**src/rtl/axi_rresp_gen_if.sv**
```systemverilog
// Bundle of the ID-FIFO, AHB read-beat and AXI R-channel signals around axi_rresp_gen.
// The slave modport is the block itself; the master modport is its environment.
interface axi_rresp_gen_if #(
    parameter int AXI_ID_WIDTH   = 8,
    parameter int AXI_DATA_WIDTH = 32
);
    logic [AXI_ID_WIDTH:0]     id_fifo_data;
    logic                      id_fifo_empty;
    logic                      id_fifo_rd_en;
    logic                      beat_valid;
    logic [AXI_DATA_WIDTH-1:0] beat_data;
    logic                      beat_err;
    logic                      beat_ready;
    logic                      rvalid;
    logic                      rready;
    logic [AXI_ID_WIDTH-1:0]   rid;
    logic [AXI_DATA_WIDTH-1:0] rdata;
    logic [1:0]                rresp;
    logic                      rlast;
    logic                      burst_done;
    logic [7:0]                beat_cnt;

    modport slave (
        input  id_fifo_data, id_fifo_empty, beat_valid, beat_data, beat_err, rready,
        output id_fifo_rd_en, beat_ready, rvalid, rid, rdata, rresp, rlast,
               burst_done, beat_cnt
    );

    modport master (
        output id_fifo_data, id_fifo_empty, beat_valid, beat_data, beat_err, rready,
        input  id_fifo_rd_en, beat_ready, rvalid, rid, rdata, rresp, rlast,
               burst_done, beat_cnt
    );
endinterface

```
**src/rtl/axi_rresp_gen.sv**
```systemverilog
// Turns AHB read beats plus queued {last, id} entries into AXI R-channel beats
// through a 2-entry skid queue, with per-burst beat counting and a done pulse.
module axi_rresp_gen #(
    parameter int AXI_ID_WIDTH   = 8,
    parameter int AXI_DATA_WIDTH = 32
) (
    input  logic          rclk,
    input  logic          resetn,
    axi_rresp_gen_if.slave bus
);
    logic [1:0]                count_q;
    logic [1:0]                count_d;
    logic                      wr_ptr_q;
    logic                      rd_ptr_q;
    logic [AXI_ID_WIDTH-1:0]   q_id   [2];
    logic [AXI_DATA_WIDTH-1:0] q_data [2];
    logic [1:0]                q_resp [2];
    logic                      q_last [2];
    logic                      rvalid_q;
    logic                      burst_done_q;
    logic [7:0]                beat_cnt_q;
    logic                      drain;
    logic                      accept;

    assign drain  = rvalid_q && bus.rready;

    // Gating with resetn keeps the ID FIFO from being popped while held in reset.
    assign bus.beat_ready = ((count_q < 2'd2) || drain) && !bus.id_fifo_empty && resetn;
    assign accept         = bus.beat_valid && bus.beat_ready;
    assign bus.id_fifo_rd_en = accept;

    always_comb begin
        count_d = count_q;
        unique case ({accept, drain})
            2'b10:   count_d = count_q + 2'd1;
            2'b01:   count_d = count_q - 2'd1;
            default: count_d = count_q;
        endcase
    end

    always_ff @(posedge rclk or negedge resetn) begin
        if (!resetn) begin
            count_q      <= 2'd0;
            wr_ptr_q     <= 1'b0;
            rd_ptr_q     <= 1'b0;
            rvalid_q     <= 1'b0;
            burst_done_q <= 1'b0;
            beat_cnt_q   <= 8'd0;
            for (int i = 0; i < 2; i++) begin
                q_id[i]   <= '0;
                q_data[i] <= '0;
                q_resp[i] <= 2'b00;
                q_last[i] <= 1'b0;
            end
        end else begin
            // FIFO data is only valid during the pop cycle, so it is captured here.
            if (accept) begin
                q_id[wr_ptr_q]   <= bus.id_fifo_data[AXI_ID_WIDTH-1:0];
                q_last[wr_ptr_q] <= bus.id_fifo_data[AXI_ID_WIDTH];
                q_data[wr_ptr_q] <= bus.beat_data;
                q_resp[wr_ptr_q] <= bus.beat_err ? 2'b10 : 2'b00;
                wr_ptr_q         <= ~wr_ptr_q;
            end
            if (drain) begin
                rd_ptr_q <= ~rd_ptr_q;
            end
            count_q      <= count_d;
            rvalid_q     <= (count_d != 2'd0);
            burst_done_q <= drain && q_last[rd_ptr_q];
            if (drain) begin
                if (q_last[rd_ptr_q]) begin
                    beat_cnt_q <= 8'd0;
                end else if (beat_cnt_q != 8'd255) begin
                    beat_cnt_q <= beat_cnt_q + 8'd1;
                end
            end
        end
    end

    assign bus.rvalid     = rvalid_q;
    assign bus.rid        = q_id[rd_ptr_q];
    assign bus.rdata      = q_data[rd_ptr_q];
    assign bus.rresp      = q_resp[rd_ptr_q];
    assign bus.rlast      = q_last[rd_ptr_q];
    assign bus.burst_done = burst_done_q;
    assign bus.beat_cnt   = beat_cnt_q;
endmodule

```
**src/flat_wrapper.sv**
```systemverilog
// flat-port wrapper written by rule: the top's interface ports become plain ports
module axi_rresp_gen_flat 
#(
    parameter int AXI_ID_WIDTH   = 8,
    parameter int AXI_DATA_WIDTH = 32
)
  (rclk, resetn, bus_id_fifo_data, bus_id_fifo_empty, bus_beat_valid, bus_beat_data, bus_beat_err, bus_rready, bus_id_fifo_rd_en, bus_beat_ready, bus_rvalid, bus_rid, bus_rdata, bus_rresp, bus_rlast, bus_burst_done, bus_beat_cnt);
  axi_rresp_gen_if #(.AXI_ID_WIDTH(AXI_ID_WIDTH), .AXI_DATA_WIDTH(AXI_DATA_WIDTH)) bus_i ();
  input  logic rclk;
  input  logic resetn;
  input wire logic [$bits(bus_i.id_fifo_data)-1:0] bus_id_fifo_data;
  input wire logic [$bits(bus_i.id_fifo_empty)-1:0] bus_id_fifo_empty;
  input wire logic [$bits(bus_i.beat_valid)-1:0] bus_beat_valid;
  input wire logic [$bits(bus_i.beat_data)-1:0] bus_beat_data;
  input wire logic [$bits(bus_i.beat_err)-1:0] bus_beat_err;
  input wire logic [$bits(bus_i.rready)-1:0] bus_rready;
  output wire logic [$bits(bus_i.id_fifo_rd_en)-1:0] bus_id_fifo_rd_en;
  output wire logic [$bits(bus_i.beat_ready)-1:0] bus_beat_ready;
  output wire logic [$bits(bus_i.rvalid)-1:0] bus_rvalid;
  output wire logic [$bits(bus_i.rid)-1:0] bus_rid;
  output wire logic [$bits(bus_i.rdata)-1:0] bus_rdata;
  output wire logic [$bits(bus_i.rresp)-1:0] bus_rresp;
  output wire logic [$bits(bus_i.rlast)-1:0] bus_rlast;
  output wire logic [$bits(bus_i.burst_done)-1:0] bus_burst_done;
  output wire logic [$bits(bus_i.beat_cnt)-1:0] bus_beat_cnt;
  assign bus_i.id_fifo_data = bus_id_fifo_data;
  assign bus_i.id_fifo_empty = bus_id_fifo_empty;
  assign bus_i.beat_valid = bus_beat_valid;
  assign bus_i.beat_data = bus_beat_data;
  assign bus_i.beat_err = bus_beat_err;
  assign bus_i.rready = bus_rready;
  assign bus_id_fifo_rd_en = bus_i.id_fifo_rd_en;
  assign bus_beat_ready = bus_i.beat_ready;
  assign bus_rvalid = bus_i.rvalid;
  assign bus_rid = bus_i.rid;
  assign bus_rdata = bus_i.rdata;
  assign bus_rresp = bus_i.rresp;
  assign bus_rlast = bus_i.rlast;
  assign bus_burst_done = bus_i.burst_done;
  assign bus_beat_cnt = bus_i.beat_cnt;
  axi_rresp_gen #(.AXI_ID_WIDTH(AXI_ID_WIDTH), .AXI_DATA_WIDTH(AXI_DATA_WIDTH)) u_core (.rclk(rclk), .resetn(resetn), .bus(bus_i));
endmodule
```
**config.mk**
```make
export PLATFORM = sky130hd
export DESIGN_NAME = axi_rresp_gen_flat
export DESIGN_NICKNAME = d
export VERILOG_FILES = /design/src/rtl/axi_rresp_gen_if.sv /design/src/rtl/axi_rresp_gen.sv /design/src/flat_wrapper.sv
export SDC_FILE = /design/constraint.sdc
export NUM_CORES = 1
export LEC_CHECK = 0
export BUFFER_PORTS_ARGS = -buffer_cell sky130_fd_sc_hd__clkbuf_2
export CAP_MARGIN = 5
export CORE_MARGIN = 2
export CORE_UTILIZATION = 54
export DETAILED_ROUTE_END_ITERATION = 7
export HOLD_SLACK_MARGIN = 0.15
export PLACE_DENSITY_LB_ADDON = 0.25
export SYNTH_ARGS = -nofsm -noshare
export SYNTH_HDL_FRONTEND = slang
export SYNTH_SLANG_ARGS = --single-unit
```
**constraint.sdc**
```tcl
create_clock -name rclk -period 2.05 [get_ports rclk]
set_input_delay 0.205 -clock rclk [delete_from_list [all_inputs] [get_ports rclk]]
set_output_delay 0.205 -clock rclk [all_outputs]
set_load 0.05 [all_outputs]
```
==> results of run 1 <==
## worst min-delay path, cell delays in order
cell      delay (ps)
clkbuf_2          90
inv_1             60
a211o_4          150
xnor2_1           70
## flip-flops by register name, indices dropped and copies added, names as in the netlist
signal                 count
u_core.bus.beat_cnt        8
u_core.bus.burst_done      1
u_core.bus.rvalid          1
u_core.count_q             2
u_core.q_data             64
u_core.q_id               16
u_core.q_last              2
u_core.q_resp              2
u_core.rd_ptr_q            1
u_core.wr_ptr_q            1
## final timing paths
| kind | startpoint | endpoint | slack, ps | depth (start not counted) |
|---|---|---|---|---|
| setup / recovery | resetn | u_core.bus.rvalid | 90 | 9 |
| hold / removal | bus_beat_valid | u_core.wr_ptr_q | 270 | 4 |
| setup reg to reg | u_core.count_q[1] | u_core.bus.rvalid | 260 | 6 |
| hold reg to reg | u_core.q_data[4] | u_core.q_data[4] | 510 | 1 |
| max in group asynchronous | resetn | u_core.q_data[23] | 450 | 4 |
| min in group asynchronous | resetn | u_core.q_data[38] | 570 | 3 |
## cells by family (layout without fill, tap and decap cells)
family	count (synthesis)	count (layout)	synth area share [%]
multiplexers	127	127	34.8
flip-flops	98	98	54.0
AND/OR/NAND/NOR	23	23	2.92
buffers and inverters	22	175	3.89
AO/OA/AOI/OAI	17	17	2.81
XOR/XNOR	5	5	0.964
adder cells (fa/ha/maj)	2	2	0.551
other	1	1	0.0826
## synth_stat cells (3+ instances only)
cell type / instances
nand2_1: 3
a31oi_1: 3
xnor2_1: 4
inv_1: 5
buf_4: 5
a21oi_1: 5
dfrtp_1: 98
buf_12: 4
nor2_1: 7
mux2_4: 40
buf_1: 4
mux2_2: 86
## per-stage QoR
step                      instance area, um^2  std cells  hold slack [ps]
final                                    5830        553              270
after floorplan                          4570        295            -90.6
after detailed placement                 5180        494              429
after global routing                     5830        553              301
after global placement                   5180        494              431
after CTS                                5830        553              248
## layout make-up
cell class | instances | area [um^2]
flip-flops and latches | 98 | 2450
fillers | 562 | 2340
multi-input cells | 175 | 1940
repair buffers | 153 | 1060
clock buffers | 10 | 138
well taps | 105 | 131
clock inverters | 6 | 87.6
inverters | 6 | 22.5
## what timing repair did
action,in CTS,in global routing
hold buffers,43,0
endpoints found under the setup margin,0,0
hold endpoints to repair,136,0
buffers inserted,0,0
## layout by cell type, fill, tap and decap left out, types with 3 or more instances in the layout
| cell | Yosys | layout |
|---|---|---|
| nor2_1 | 7 | 7 |
| dlygate4sd3_1 | 0 | 43 |
| inv_1 | 5 | 5 |
| buf_4 | 5 | 7 |
| dfrtp_1 | 98 | 96 |
| buf_12 | 4 | 4 |
| xnor2_1 | 4 | 4 |
| mux2_2 | 86 | 86 |
| mux2_4 | 40 | 40 |
| clkbuf_8 | 0 | 10 |
| clkbuf_2 | 0 | 99 |
| a31oi_1 | 3 | 3 |
| a21oi_1 | 5 | 4 |
## per-layer routing
metal,global-route usage [%],up-vias
li1,-,1347
met1,27.5,1487
met4,7.86,0
met5,0,-
met2,34.3,71
met3,5.56,12
==> impl_metrics.csv, run 1 <==
group,metric,value,unit
critical_path,crit_buf_inv,2,
floorplan,die-area,9160,um^2
route,dr_wl_met3,468,um
sta,finClkSkew,14.6,ps
min_path,hold_path.class,"in -> reg",
placed_design,io_buffers,100,
yosys,avgSynthCellArea,15.4,um^2
sta,hold_viol_final,0,
placed_design,globalplace.congestion,0.809,
cts,cts-htree-levels,3,
cells_and_area,layout.nets,492,
critical_path,required,2290,ps
critical_path,cp-start-kind,"primary input",
grt,grt_pass1_wl,14700,um
grt,grt_max_degree,54,
sta,rsz0062_at_grt,"no",
flow_run,drv_cap,0,
placed_design,post-place-ws,255,ps
route,viasPerCell,5.27,
yosys,ys_types,37,
floorplan,initial_utilization,55.5,%
route,drtAntennaViolNets,0,
cts,cts_buffer_depth,2,
yosys,yosysSeqAreaShare,54.0,%
critical_path,worstPathCellList,"dlygate4sd3_1 > buf_4 > nand2b_1 > a211o_4 > ha_4 > xnor2_1 > nor2_1 > xor2_1 > or2_2",
yosys,ys.warnings.count,0,
sta,max_freq,511,MHz
floorplan,num_io_pins,102,
sta,worstMarginPinSlew,652,ps
critical_path,worstSetupPathType,"in -> reg",
placed_design,post-dp-hpwl,6100,um
cells_and_area,antenna_cells,0,
yosys,synth.net_count,344,
floorplan,die_w,95.7,um
route,vias,2917,
route,drt_iter0_drc,87,
grt,overflow,0,
yosys,synth.cell_area,4540,um^2
outcome,status,"complete, no violations",
cts,numCtsBuffers,9,
cts,root_buffer,"clkbuf_8",
grt,antenna_found_initial,0,
critical_path,crit_family,"buffers and inverters",
cells_and_area,area_growth,28.4,%
sta,max_slew_margin,56.5,%
grt,grt_use_total,21.2,%
floorplan,die_h,95.7,um
yosys,yosysTopAreaCell,"dfrtp_1",
sta,layout_min_cycle_time,1960,ps
floorplan,placementRows,33,
route,wl_met1,4030,um
yosys,synth-edff-count,0,
sta,finalSetupViolCount,0,
critical_path,critPathSlowestCell,"dlygate4sd3_1",
yosys,synth_area_leaders,"dfrtp_1 54%, mux2_2 21%, mux2_4 13%",
sta,tns,0,ps
yosys,synth.ff_latch_count,98,
critical_path,critPathArrivalTime,2190,ps
critical_path,slowest_delay,530,ps
critical_path,end_kind,"register",
sta,fin_crit_sh,95.4,%
yosys,async_flop_share,100,%
yosys,synth_top_area_share,54.0,%
route,drc,0,
route,dr.pass1.iters,4,
floorplan,fp.coreArea,8180,um^2
route,met2_length,4540,um
route,totalWireLength,9170,um
grt,grt_pass1_vias,3051,
cts,cts.sinks,98,
cells_and_area,drive_gt1_share,58.5,%
route,wl_per_cell,16.6,um
sta,fin_ws,94.6,ps
yosys,synthFlopType,"dfrtp_1",
critical_path,crit_fanout,4,
cts,cts_resized,0,
route,top_layer_used,"met4",
cts,clkLatencyLatePin,360,ps
yosys,synthCells,295,
cts,tritoncts,"done",
sta,finalMaxSlewViolations,0,
cells_and_area,utilization,71.3,%
cts,clk_pin_slew,90,ps
Power of run 1 is left out: the tool's default activity adds up to more than one toggle a clock period on the data nets, which glitch-free logic cannot reach.
==> run 2, diff against run 1 <==
==> constraint.sdc (replaced) <==
create_clock -name rclk -period 1.8 [get_ports rclk]
set_input_delay 0.18 -clock rclk [delete_from_list [all_inputs] [get_ports rclk]]
set_output_delay 0.18 -clock rclk [all_outputs]
set_load 0.05 [all_outputs]
==> run 2 against run 1 <==
Effect of this change: cell count rose by 0.54%; global-route usage rose by 0.98 points; flip-flop and latch count did not move; non-clock buffer count rose by 3; via count rose by 0.82%.
==> impl_metrics.csv, run 2 (synthesis results as in run 1) <==
group,metric,value,unit
cts,cts.sinks,98,
cts,cts_buffer_depth,2,
cells_and_area,final_cells,556,
critical_path,crit_buf_inv,2,
cells_and_area,layout.nets,495,
critical_path,worstSetupPathType,"reg -> out",
sta,max_freq,572,MHz
cts,clk_pin_slew,80,ps
floorplan,die_h,95.7,um
power_and_ir_drop,p_sw_share,44.5,%
floorplan,die_w,95.7,um
cells_and_area,fill_cells,523,
critical_path,cp-start-kind,"register",
floorplan,fp.coreArea,8180,um^2
power_and_ir_drop,power_density,2060,nW/um^2
grt,grt_use_total,22.1,%
power_and_ir_drop,p_comb_share,56.1,%
placed_design,post-dp-hpwl,6160,um
cells_and_area,utilization,73.9,%
cells_and_area,area_growth,33.0,%
route,wl_per_cell,17.1,um
sta,hold_slack,243,ps
sta,max_slew_margin,60.5,%
sta,layout_min_cycle_time,1750,ps
placed_design,dp_cells,497,
sta,fin_crit_sh,97.1,%
sta,hold_viol_final,0,
cts,tritoncts,"done",
cts,cts-htree-levels,3,
grt,grt_pass1_wl,15500,um
cts,root_buffer,"clkbuf_8",
route,totalWireLength,9490,um
cts,numCtsBuffers,9,
power_and_ir_drop,leakage,2.92,nW
floorplan,placementRows,33,
cts,clkLatencyLatePin,360,ps
cells_and_area,final_cell_mix,"96 x dfrtp_1, 81 x mux2_4, 63 x clkbuf_2",
grt,grt_max_degree,52,
sta,worstMarginPinSlew,592,ps
flow_run,drv_cap,0,
critical_path,worstPathCellList,"buf_6 > mux2_2 > clkbuf_2",
sta,rsz0062_at_grt,"yes",
critical_path,crit_family,"buffers and inverters",
sta,tns,0,ps
route,drc,0,
min_path,hold_path.class,"in -> reg",
route,viasPerCell,5.29,
placed_design,io_buffers,100,
floorplan,die-area,9160,um^2
critical_path,crit_fanout,15,
route,dr.pass1.iters,4,
route,vias,2941,
critical_path,critPathArrivalTime,1570,ps
cts,post_cts.repair.setup_buffers,0,
cells_and_area,largest_register,"u_core.q_data",
route,drtAntennaViolNets,0,
sta,finalSetupViolCount,0,
route,drt_iter0_drc,104,
floorplan,initial_utilization,55.5,%
critical_path,critPathSlowestCell,"dfrtp_2",
floorplan,num_io_pins,102,
critical_path,end_kind,"primary output",
placed_design,placed_area,5370,um^2
power_and_ir_drop,p_int,0.00692,W
cells_and_area,drive_gt1_share,59.0,%
power_and_ir_drop,sequentialPowerShare,31.4,%
critical_path,required,1620,ps
grt,antenna_found_initial,0,
cells_and_area,design_area,6040,um^2
cells_and_area,final_common_cell,"dfrtp_1",
cells_and_area,largest_reg_flops,64,
power_and_ir_drop,switching_power,0.00555,W
critical_path,slowest_delay,420,ps
grt,overflow,0,
power_and_ir_drop,p_clk_share,12.6,%
sta,finalMaxSlewViolations,0,
cells_and_area,antenna_cells,0,
grt,grt_pass1_vias,3154,
placed_design,globalplace.congestion,0.853,
outcome,status,"complete, no violations",
sta,finClkSkew,16.3,ps
power_and_ir_drop,irDropWorstVdd,1180,uV
[run 2: cell count changes in the layout (fill, tap and decap cells not counted), sizes merged]
cell | previous run | this run
inv | 7 | 6
clkbuf | 109 | 74
clkinv | 3 | 4
buf | 11 | 49
[run 2: repair_timing]
item                                   CTS  global route
hold buffers                            43             0
gates resized for setup                  1            39
endpoints found under the hold margin  131             0
setup endpoints to repair               15            88
pin swaps                                0             2
[run 2: worst paths after layout]
check / from / to / slack, ps / cells after the start
worst max-delay path: u_core.rd_ptr_q / bus_rdata[2] / 50 / 3
worst min-delay path: bus_beat_valid / u_core.wr_ptr_q / 240 / 4
worst max register to register: u_core.bus.rvalid / u_core.bus.rvalid / 70 / 7
worst min register to register: u_core.q_data[22] / u_core.q_data[22] / 510 / 1
max in group asynchronous: resetn / u_core.rd_ptr_q / 400 / 4
min in group asynchronous: resetn / u_core.q_data[3] / 510 / 3
[run 2: area by class of cell]
type	count	area, um^2	area share, %
Clock inverter	6	87.6	1.45
Multi-Input combinational cell	175	2100	34.8
Tap cell	105	131	2.17
Sequential cell	98	2450	40.6
Clock buffer	10	138	2.28
Inverter	6	22.5	0.373
Timing Repair Buffer	156	1100	18.3
[run 2: worst reg2reg max path, cell delays in order (launching register included)]
cell     delay [ps]
dfrtp_2         380
nand2_2         100
a211o_4         400
ha_4            180
xnor2_2         130
nor2_1           60
xor2_1          150
or2_4           230
[run 2: power by group through the flow]
stage	clock, W	combinational (W)	sequential, W
6_report	0.00157	0.00700	0.00391
5_1_grt	0.00170	0.00736	0.00404
4_1_cts	0.00161	0.00702	0.00389
3_5_place_dp	0	0.00692	0.00390
3_3_place_gp	0	0.00684	0.00384
2_1_floorplan	0	0.00552	0.00391
[run 2: per-layer routing]
metal / wire length (um) / track usage, % / vias to the layer above
met5: 0 / 0 / -
met4: 171 / 7.86 / 0
met1: 4170 / 30.0 / 1491
met2: 4590 / 35.0 / 85
li1: - / - / 1352
met3: 554 / 5.40 / 13
[run 2: metrics by stage]
step                total power [W]  worst slack, ps
finish                       0.0125             53.0
global route                 0.0131            -12.6
CTS                          0.0125             7.73
detailed placement           0.0108             75.0
global placement             0.0107              119
floorplan                   0.00943             -179
Note: power is estimated with default switching activity, not from simulation.
